--- src/rtl/imem_boot_loader_if.sv ---
// Byte-stream ingress and IMEM write bus shared by the boot loader and its environment.
// The slave view is the loader. The master view is the byte source that also observes IMEM writes.
interface imem_boot_loader_if #(
  parameter int ADDR_WIDTH = 8,
  parameter int DATA_WIDTH = 32
);
  logic                  in_valid;
  logic [7:0]            in_byte;
  logic                  in_ready;
  logic                  imem_wr_en;
  logic [ADDR_WIDTH-1:0] imem_wr_addr;
  logic [DATA_WIDTH-1:0] imem_wr_data;

  modport slave (
    input  in_valid,
    input  in_byte,
    output in_ready,
    output imem_wr_en,
    output imem_wr_addr,
    output imem_wr_data
  );

  modport master (
    output in_valid,
    output in_byte,
    input  in_ready,
    input  imem_wr_en,
    input  imem_wr_addr,
    input  imem_wr_data
  );
endinterface

--- src/rtl/imem_boot_loader.sv ---
// Streams a length-prefixed, XOR-checksummed byte image into IMEM as little-endian words.
// The core is held in reset until the whole image and its checksum have been accepted.
module imem_boot_loader #(
  parameter int ADDR_WIDTH = 8,
  parameter int DATA_WIDTH = 32
) (
  input  logic                clk,
  input  logic                reset,
  imem_boot_loader_if.slave   bus,
  input  logic                reload,
  output logic                core_reset,
  output logic                load_done,
  output logic                load_error,
  output logic [ADDR_WIDTH:0] words_loaded
);

  typedef enum logic [2:0] {
    S_LEN0  = 3'd0,
    S_LEN1  = 3'd1,
    S_DATA  = 3'd2,
    S_WRITE = 3'd3,
    S_CHK   = 3'd4,
    S_RUN   = 3'd5,
    S_ERR   = 3'd6
  } state_e;

  localparam logic [16:0] CAPACITY = 17'd1 << ADDR_WIDTH;

  state_e                state_q, state_d;
  logic [15:0]           len_q, len_d;
  logic [DATA_WIDTH-1:0] word_q, word_d;
  logic [1:0]            byte_idx_q, byte_idx_d;
  logic [7:0]            acc_q, acc_d;
  logic [ADDR_WIDTH:0]   words_q, words_d;
  logic                  wr_en_q, wr_en_d;
  logic [ADDR_WIDTH-1:0] wr_addr_q, wr_addr_d;
  logic [DATA_WIDTH-1:0] wr_data_q, wr_data_d;
  logic                  core_reset_q, core_reset_d;
  logic                  load_done_q, load_done_d;
  logic                  load_error_q, load_error_d;

  logic                  in_ready;
  logic                  xfer;
  logic [16:0]           len_full;
  logic [ADDR_WIDTH:0]   words_inc;
  logic [DATA_WIDTH-1:0] word_next;

  function automatic logic [DATA_WIDTH-1:0] insert_byte(
    input logic [DATA_WIDTH-1:0] w,
    input logic [1:0]            idx,
    input logic [7:0]            b
  );
    logic [DATA_WIDTH-1:0] r;
    r              = w;
    r[8*idx +: 8]  = b;
    return r;
  endfunction

  always_comb begin
    in_ready = 1'b0;
    case (state_q)
      S_LEN0, S_LEN1, S_DATA, S_CHK: in_ready = 1'b1;
      default:                       in_ready = 1'b0;
    endcase
  end

  assign xfer      = bus.in_valid && in_ready;
  // Length candidate combines the byte on the bus with the latched low byte.
  assign len_full  = {1'b0, bus.in_byte, len_q[7:0]};
  assign words_inc = words_q + 1'b1;
  assign word_next = insert_byte(word_q, byte_idx_q, bus.in_byte);

  always_comb begin
    state_d      = state_q;
    len_d        = len_q;
    word_d       = word_q;
    byte_idx_d   = byte_idx_q;
    acc_d        = acc_q;
    words_d      = words_q;
    wr_en_d      = 1'b0;
    wr_addr_d    = wr_addr_q;
    wr_data_d    = wr_data_q;
    core_reset_d = 1'b1;
    load_done_d  = 1'b0;
    load_error_d = 1'b0;

    case (state_q)
      S_LEN0: begin
        if (xfer) begin
          len_d[7:0] = bus.in_byte;
          state_d    = S_LEN1;
        end
      end
      S_LEN1: begin
        if (xfer) begin
          len_d[15:8] = bus.in_byte;
          if (len_full == 17'd0 || len_full > CAPACITY) state_d = S_ERR;
          else                                          state_d = S_DATA;
        end
      end
      S_DATA: begin
        if (xfer) begin
          word_d = word_next;
          acc_d  = acc_q ^ bus.in_byte;
          if (byte_idx_q == 2'd3) begin
            // Strobe, address and data are registered together so they align in S_WRITE.
            byte_idx_d = 2'd0;
            state_d    = S_WRITE;
            wr_en_d    = 1'b1;
            wr_addr_d  = words_q[ADDR_WIDTH-1:0];
            wr_data_d  = word_next;
          end else begin
            byte_idx_d = byte_idx_q + 2'd1;
          end
        end
      end
      S_WRITE: begin
        words_d = words_inc;
        if (17'(words_inc) == {1'b0, len_q}) state_d = S_CHK;
        else                                 state_d = S_DATA;
      end
      S_CHK: begin
        if (xfer) begin
          if (bus.in_byte == acc_q) state_d = S_RUN;
          else                      state_d = S_ERR;
        end
      end
      S_RUN, S_ERR: begin
        if (reload) begin
          state_d    = S_LEN0;
          words_d    = '0;
          acc_d      = '0;
          byte_idx_d = '0;
        end
      end
      default: state_d = S_LEN0;
    endcase

    // Status follows the current state one edge later; reload overrides immediately.
    if (state_q == S_RUN && !reload) begin
      core_reset_d = 1'b0;
      load_done_d  = 1'b1;
    end
    if (state_q == S_ERR && !reload) begin
      load_error_d = 1'b1;
    end
  end

  always_ff @(posedge clk or posedge reset) begin
    if (reset) begin
      state_q      <= S_LEN0;
      len_q        <= '0;
      word_q       <= '0;
      byte_idx_q   <= '0;
      acc_q        <= '0;
      words_q      <= '0;
      wr_en_q      <= 1'b0;
      wr_addr_q    <= '0;
      wr_data_q    <= '0;
      core_reset_q <= 1'b1;
      load_done_q  <= 1'b0;
      load_error_q <= 1'b0;
    end else begin
      state_q      <= state_d;
      len_q        <= len_d;
      word_q       <= word_d;
      byte_idx_q   <= byte_idx_d;
      acc_q        <= acc_d;
      words_q      <= words_d;
      wr_en_q      <= wr_en_d;
      wr_addr_q    <= wr_addr_d;
      wr_data_q    <= wr_data_d;
      core_reset_q <= core_reset_d;
      load_done_q  <= load_done_d;
      load_error_q <= load_error_d;
    end
  end

  assign bus.in_ready     = in_ready;
  assign bus.imem_wr_en   = wr_en_q;
  assign bus.imem_wr_addr = wr_addr_q;
  assign bus.imem_wr_data = wr_data_q;
  assign core_reset       = core_reset_q;
  assign load_done        = load_done_q;
  assign load_error       = load_error_q;
  assign words_loaded     = words_q;

endmodule

--- src/flat_wrapper.sv ---
// flat-port wrapper written by rule: the top's interface ports become plain ports
module imem_boot_loader_flat 
#(
  parameter int ADDR_WIDTH = 8,
  parameter int DATA_WIDTH = 32
)
  (clk, reset, reload, core_reset, load_done, load_error, words_loaded, bus_in_valid, bus_in_byte, bus_in_ready, bus_imem_wr_en, bus_imem_wr_addr, bus_imem_wr_data);
  imem_boot_loader_if #(.ADDR_WIDTH(ADDR_WIDTH), .DATA_WIDTH(DATA_WIDTH)) bus_i ();
  input  logic clk;
  input  logic reset;
  input  logic reload;
  output logic core_reset;
  output logic load_done;
  output logic load_error;
  output logic [ADDR_WIDTH:0] words_loaded;
  input wire logic [$bits(bus_i.in_valid)-1:0] bus_in_valid;
  input wire logic [$bits(bus_i.in_byte)-1:0] bus_in_byte;
  output wire logic [$bits(bus_i.in_ready)-1:0] bus_in_ready;
  output wire logic [$bits(bus_i.imem_wr_en)-1:0] bus_imem_wr_en;
  output wire logic [$bits(bus_i.imem_wr_addr)-1:0] bus_imem_wr_addr;
  output wire logic [$bits(bus_i.imem_wr_data)-1:0] bus_imem_wr_data;
  assign bus_i.in_valid = bus_in_valid;
  assign bus_i.in_byte = bus_in_byte;
  assign bus_in_ready = bus_i.in_ready;
  assign bus_imem_wr_en = bus_i.imem_wr_en;
  assign bus_imem_wr_addr = bus_i.imem_wr_addr;
  assign bus_imem_wr_data = bus_i.imem_wr_data;
  imem_boot_loader #(.ADDR_WIDTH(ADDR_WIDTH), .DATA_WIDTH(DATA_WIDTH)) u_core (.clk(clk), .reset(reset), .bus(bus_i), .reload(reload), .core_reset(core_reset), .load_done(load_done), .load_error(load_error), .words_loaded(words_loaded));
endmodule
--- config.mk ---
export PLATFORM = sky130hd
export DESIGN_NAME = imem_boot_loader_flat
export DESIGN_NICKNAME = d
export VERILOG_FILES = /design/src/rtl/imem_boot_loader_if.sv /design/src/rtl/imem_boot_loader.sv /design/src/flat_wrapper.sv
export SDC_FILE = /design/constraint.sdc
export NUM_CORES = 1
export LEC_CHECK = 0
export ABC_AREA = 1
export BUFFER_PORTS_ARGS = -buffer_cell sky130_fd_sc_hd__buf_2
export CAP_MARGIN = 20
export CORE_ASPECT_RATIO = 1.5
export CORE_MARGIN = 10
export CORE_UTILIZATION = 35
export CTS_CLUSTER_DIAMETER = 150
export DETAILED_ROUTE_END_ITERATION = 6
export PLACE_DENSITY_LB_ADDON = 0.15
export SETUP_SLACK_MARGIN = 0.5
export SLEW_MARGIN = 20
export SYNTH_ARGS = -nofsm -noshare
export SYNTH_HDL_FRONTEND = slang
export SYNTH_SLANG_ARGS = --single-unit
export TNS_END_PERCENT = 20
--- constraint.sdc ---
create_clock -name clk -period 5.3 [get_ports clk]
set_clock_uncertainty 0.1 [all_clocks]
set_input_delay 1.06 -clock clk [delete_from_list [all_inputs] [get_ports clk]]
set_output_delay 1.06 -clock clk [all_outputs]
set_load 0.005 [all_outputs]
==> results of run 1 <==
-- per-layer routing --
layer  vias up  GRT usage
met1      2071      0.157
met2        88      0.246
li1       2253          -
met4         0     0.0744
met5         -          0
met3        25     0.0326
-- flip-flops by register name, indices dropped and copies added (netlist names) --
| name | cells |
|---|---|
| u_core.bus.imem_wr_data | 32 |
| u_core.load_done | 1 |
| u_core.load_error | 1 |
| u_core.bus.imem_wr_en | 1 |
| u_core.word_q | 32 |
| u_core.bus.imem_wr_addr | 8 |
| u_core.core_reset | 1 |
| u_core.acc_q | 8 |
| u_core.state_q | 3 |
| u_core.byte_idx_q | 2 |
| u_core.words_loaded | 9 |
| u_core.len_q | 16 |
-- critical path: stages, from the launching register on --
cell and delay, ps:
dfrtp_1 420, inv_2 100, nand2_1 110, nor2_1 190, inv_2 130, nand3b_1 100, buf_2 120
-- placed cells by master, fill, tap and decap left out --
cell type	count
nand2_2	1
nand2_1	235
inv_1	75
nor2_1	22
a21oi_4	2
xnor2_1	5
dfstp_2	1
o22ai_1	39
o22ai_2	1
buf_4	2
inv_2	13
ha_1	7
o21ai_1	51
o21ai_0	12
nor4_1	1
xor2_1	1
nor3_1	3
nand3_1	26
o22ai_4	1
nand4_1	9
nand3b_1	2
buf_2	65
nor3_2	3
dfrtp_1	113
inv_6	1
clkinv_4	2
o21ai_2	9
a211oi_1	1
bufinv_16	3
clkinv_2	3
nor2_4	1
clkbuf_16	17
a21oi_1	3
clkbuf_8	2
clkinvlp_4	5
-- power by group --
group	switching [µW]	total (µW)	internal [µW]
Combinational	856	1370	514
Clock	414	1180	761
Sequential	212	1430	1210
Total	1480	3970	2490
-- cells by family after synthesis --
group,after synthesis,share of synthesized area
AO/OA/AOI/OAI,119,0.134
XOR/XNOR,6,0.00972
adder cells (fa/ha/maj),7,0.0162
buffers and inverters,112,0.0847
flip-flops,114,0.528
AND/OR/NAND/NOR,303,0.227
-- per-stage QoR --
step / power (µW) / utilization / instance area (µm²) / std cells / setup WS (ps)
after global placement: 2800 / 0.388 / 5880 / 904 / 2270
after floorplan: 2390 / - / 5410 / 661 / 1130
after detailed placement: 2830 / 0.388 / 5880 / 904 / 2190
after global routing: 4290 / 0.429 / 6500 / 936 / 2260
final: 3970 / 0.429 / 6500 / 936 / 2550
after CTS: 4030 / 0.429 / 6490 / 936 / 2500
-- worst min path at each step --
stage | start | to | slack [ps]
after floorplan | u_core.len_q[14] | u_core.len_q[14] | 360
after global placement | u_core.bus.imem_wr_data[4] | u_core.bus.imem_wr_data[4] | 360
after detailed placement | u_core.bus.imem_wr_data[13] | u_core.bus.imem_wr_data[13] | 360
after CTS | u_core.bus.imem_wr_data[24] | u_core.bus.imem_wr_data[24] | 380
after global routing | u_core.bus.imem_wr_data[29] | u_core.bus.imem_wr_data[29] | 400
final | u_core.bus.imem_wr_data[24] | u_core.bus.imem_wr_data[24] | 380
-- area by class of cell --
cell class                 count  area (µm²)  share of cell area
multi-input combinational    435        2100               0.323
clock buffer                  19         453              0.0697
clock inverter                13         160              0.0247
timing repair buffer          67         340              0.0524
tap                          199         249              0.0383
sequential                   114        2850               0.439
inverter                      89         339              0.0522
==> flow_metrics.env, run 1 <==
export IMPL_status="finished clean"
export IMPL_synth_common_cells="nand2_1 (235), dfrtp_1 (113), inv_1 (76), o21ai_1 (51), o22ai_1 (39)"
export IMPL_cts_setup_buffers=0
export IMPL_cts_sinks=114
export IMPL_synth_fp_nets=680
export IMPL_cp_required_ps=4140
export IMPL_die_area_um2=20900
export IMPL_cts_tree="built"
export IMPL_pin_count=66
export IMPL_cts_buffer_depth=2
export IMPL_ys_seq_elements=114
export IMPL_synth_top_area_share=0.523
export IMPL_overflow=0
export IMPL_grt_pass1_vias=4486
export IMPL_fill_cells=1562
export IMPL_power_density_nw_per_um2=611
export IMPL_tns_ps=0
export IMPL_synth_area_leaders="dfrtp_1 (52%), nand2_1 (16%), inv_1 (5.3%)"
export IMPL_ys_warn_count=0
export IMPL_drc=0
export IMPL_start_kind="register"
export IMPL_relSlewSlack=0.373
export IMPL_rows=55
export IMPL_yosysMostFrequentCell="nand2_1"
export IMPL_synth_edff_count=0
export IMPL_vias_per_cell=4.74
export IMPL_worstPathArrival_ps=1590
export IMPL_wl_met2_um=7340
export IMPL_hold_slack_ps=375
export IMPL_initial_core_util=0.357
export IMPL_rr_startpoint="u_core.state_q[0]"
export IMPL_syn_area_per_cell_um2=8.18
export IMPL_worst_r2r_setup_slack_ps=2600
export IMPL_gp_congestion=0.848
export IMPL_core_area_um2=15100
export IMPL_firstDrtPassIters=4
export IMPL_leakage_uw=0.00328
export IMPL_num_antenna_cells=0
export IMPL_hpwlAfterDp_um=10200
export IMPL_period_share=0.519
export IMPL_fmax_ghz=0.364
export IMPL_wl_met3_um=542
export IMPL_maxCapViolations=0
export IMPL_synth_cell_types=31
export IMPL_syn_cell_area_um2=5410
export IMPL_cts_hold_buf=0
export IMPL_grt_pass1_wl_um=23100
export IMPL_drive_gt1_frac=0.179
export IMPL_hold_viol=0
export IMPL_ant_nets=0
export IMPL_routed_wl_um=14200
export IMPL_hold_class="reg -> reg"
export IMPL_synth_area_leader_cell="dfrtp_1"
export IMPL_ys_seq_area_frac=0.528
export IMPL_max_slew_worst_pin_slew_ps=937
export IMPL_die_y_um=172
export IMPL_endpoint="bus_in_ready"
export IMPL_async_reset_ff_frac=1.00
export IMPL_dr_first_iter_drc_count=192
export IMPL_finalCriticalPeriod_ps=2750
export IMPL_top_layer="met4"
export IMPL_nNetsFinal=743
export IMPL_rsz0062_at_grt="false"
export IMPL_critPathLaunch="u_core.state_q[0]"
export IMPL_hold_depth=2
export IMPL_worstRegToRegCells=9
export IMPL_post_cts_resized=0
export IMPL_vdd_drop_max_mv=0.208
export IMPL_final_setup_viol_count=0
export IMPL_end_kind="output pin"
export IMPL_routed_via_count=4437
export IMPL_wl_met1_um=5950
export IMPL_antenna_found_initial=0
export IMPL_worstSkewPairLatency_ps=410
export IMPL_grt_start_max_net_pins=83
export IMPL_cts_clk_slew_worst_paths_ps=60
export IMPL_cts_max_level=4
export IMPL_grtUsageTotal=0.142
export IMPL_cts_root_buf="clkbuf_16"
export IMPL_synthCells=661
export IMPL_report_final_slew_viol_count=0
export IMPL_crit_path_max_fanout=5
export IMPL_fp_dieW_um=121
export IMPL_port_buffers=65
export IMPL_criticalPathCategory="reg -> out"
export IMPL_cts_buffers=17
export IMPL_area_growth_pct=20.1
export IMPL_drt_wirelength_per_cell_um=15.2
export IMPL_yosys_most_used_dff="dfrtp_1"
export IMPL_r2r_end="u_core.bus.imem_wr_data[19]"
Power figures use the tool's default switching activity.
==> run 2: changes to the inputs <==
clock period = 2.6 ns   (was 5.3 ns; I/O delays follow)
==> flow_metrics.env, run 2 (synthesis gave the netlist of run 1 again) <==
export IMPL_firstDrtPassIters=4
export IMPL_overflow=0
export IMPL_cts_sinks=114
export IMPL_hpwlAfterDp_um=10600
export IMPL_final_cell_mix="nand2_1 (234), dfrtp_1 (112), inv_1 (75)"
export IMPL_report_final_slew_viol_count=0
export IMPL_rr_startpoint="u_core.byte_idx_q[0]"
export IMPL_power_density_nw_per_um2=1260
export IMPL_hold_class="in -> async"
export IMPL_die_y_um=172
export IMPL_pin_count=66
export IMPL_worst_slack_ps=401
export IMPL_fmax_ghz=0.455
export IMPL_worstSkewPairLatency_ps=410
export IMPL_cts_buffer_depth=2
export IMPL_crit_path_max_fanout=5
export IMPL_drive_gt1_frac=0.200
export IMPL_vias_per_cell=4.91
export IMPL_drt_wirelength_per_cell_um=15.2
export IMPL_rows=55
export IMPL_num_antenna_cells=0
export IMPL_grtUsageTotal=0.144
export IMPL_wl_met3_um=776
export IMPL_cp_num_buf_inv=2
export IMPL_wl_met1_um=5620
export IMPL_worstPathArrival_ps=1580
export IMPL_critPathTopFamily="simple AND/OR/NAND/NOR gates"
export IMPL_end_kind="output pin"
export IMPL_status="finished clean"
export IMPL_placed_cells=910
export IMPL_cts_max_level=4
export IMPL_dr_first_iter_drc_count=357
export IMPL_place_ws_ps=446
export IMPL_hold_viol=0
export IMPL_cp_required_ps=1980
export IMPL_core_area_um2=15100
export IMPL_final_setup_viol_count=0
export IMPL_critical_path_max_stage_delay_ps=440
export IMPL_grt_pass1_vias=4669
export IMPL_port_buffers=65
export IMPL_cts_clk_slew_worst_paths_ps=50
export IMPL_finalCriticalPeriod_ps=2200
export IMPL_die_area_um2=20900
export IMPL_nNetsFinal=755
export IMPL_layout_commonest_cell="nand2_1"
export IMPL_crit_slowest_cell="dfrtp_1"
export IMPL_fp_dieW_um=121
export IMPL_antenna_found_initial=0
export IMPL_top_layer="met4"
export IMPL_path_cells="inv_2, nand2_1, nor2_2, nand3b_1, buf_2"
export IMPL_ant_nets=0
export IMPL_final_area_um2=6660
export IMPL_cts_buffers=17
export IMPL_wl_met2_um=7570
export IMPL_tns_ps=0
export IMPL_finalPower_uw=8390
export IMPL_routed_via_count=4653
export IMPL_max_slew_worst_pin_slew_ps=619
export IMPL_period_share=0.846
export IMPL_critPathLaunch="u_core.state_q[1]"
export IMPL_drc=0
export IMPL_area_growth_pct=23.2
export IMPL_start_kind="register"
export IMPL_cts_hold_buf=0
export IMPL_initial_core_util=0.357
export IMPL_cts_tree="built"
export IMPL_criticalPathCategory="reg -> out"
export IMPL_routed_wl_um=14400
export IMPL_grt_pass1_wl_um=23500
export IMPL_vdd_drop_max_mv=0.487
export IMPL_relSlewSlack=0.587
export IMPL_fin_cells=948
export IMPL_gp_congestion=0.897
export IMPL_place_area_um2=5940
export IMPL_grt_start_max_net_pins=65
export IMPL_rsz0062_at_grt="true"
export IMPL_cts_root_buf="clkbuf_16"
export IMPL_leakage_uw=0.00336
export IMPL_maxCapViolations=0
[run 2: final cells by class]
class                      instances  area, µm²
fill                            1550       8480
sequential                       114       2860
multi-input combinational        435       2130
clock buffer                      24        502
timing repair buffer              79        443
inverter                          89        338
tap                              199        249
clock inverter                     8        148
[run 2: metal layers]
metal,global-route usage,up-vias
met5,0,-
met4,0.0712,0
met3,0.0428,31
met2,0.250,138
met1,0.154,2197
li1,-,2287
[run 2: timing repair]
item / in CTS / in global routing
resized for setup: 5 / 4
setup endpoints to repair: 17 / 36
setup buffers: 1 / 5
pin swaps: 1 / 1
hold endpoints to repair: 0 / 0
[run 2: power breakdown]
group	switching [µW]	internal, µW
combinational	1800	1150
sequential	433	2480
clock	801	1730
[run 2: worst register-to-register path, cell delays in order (launching register included)]
cell,delay (ps)
dfrtp_2,480
inv_2,150
ha_1,360
nand4_1,360
o22ai_1,290
nand2_1,80
o21ai_1,90
[run 2: path summary, 6_finish.rpt]
kind	to	slack, ps	cells after the start
setup reg to reg	u_core.word_q[19]	610	6
setup / recovery	bus_in_ready	400	5
min in group clk	u_core.load_error	290	2
hold / removal	u_core.len_q[1]	70	2
hold reg to reg	u_core.bus.imem_wr_data[26]	370	2
max in group asynchronous	u_core.word_q[11]	1680	3
[run 2: through the flow]
stage | hold WS [ps] | util
after CTS | 85.9 | 0.437
after detailed placement | 361 | 0.392
after floorplan | 359 | -
final | 71.9 | 0.440
after global placement | 359 | 0.392
after global routing | 118 | 0.440
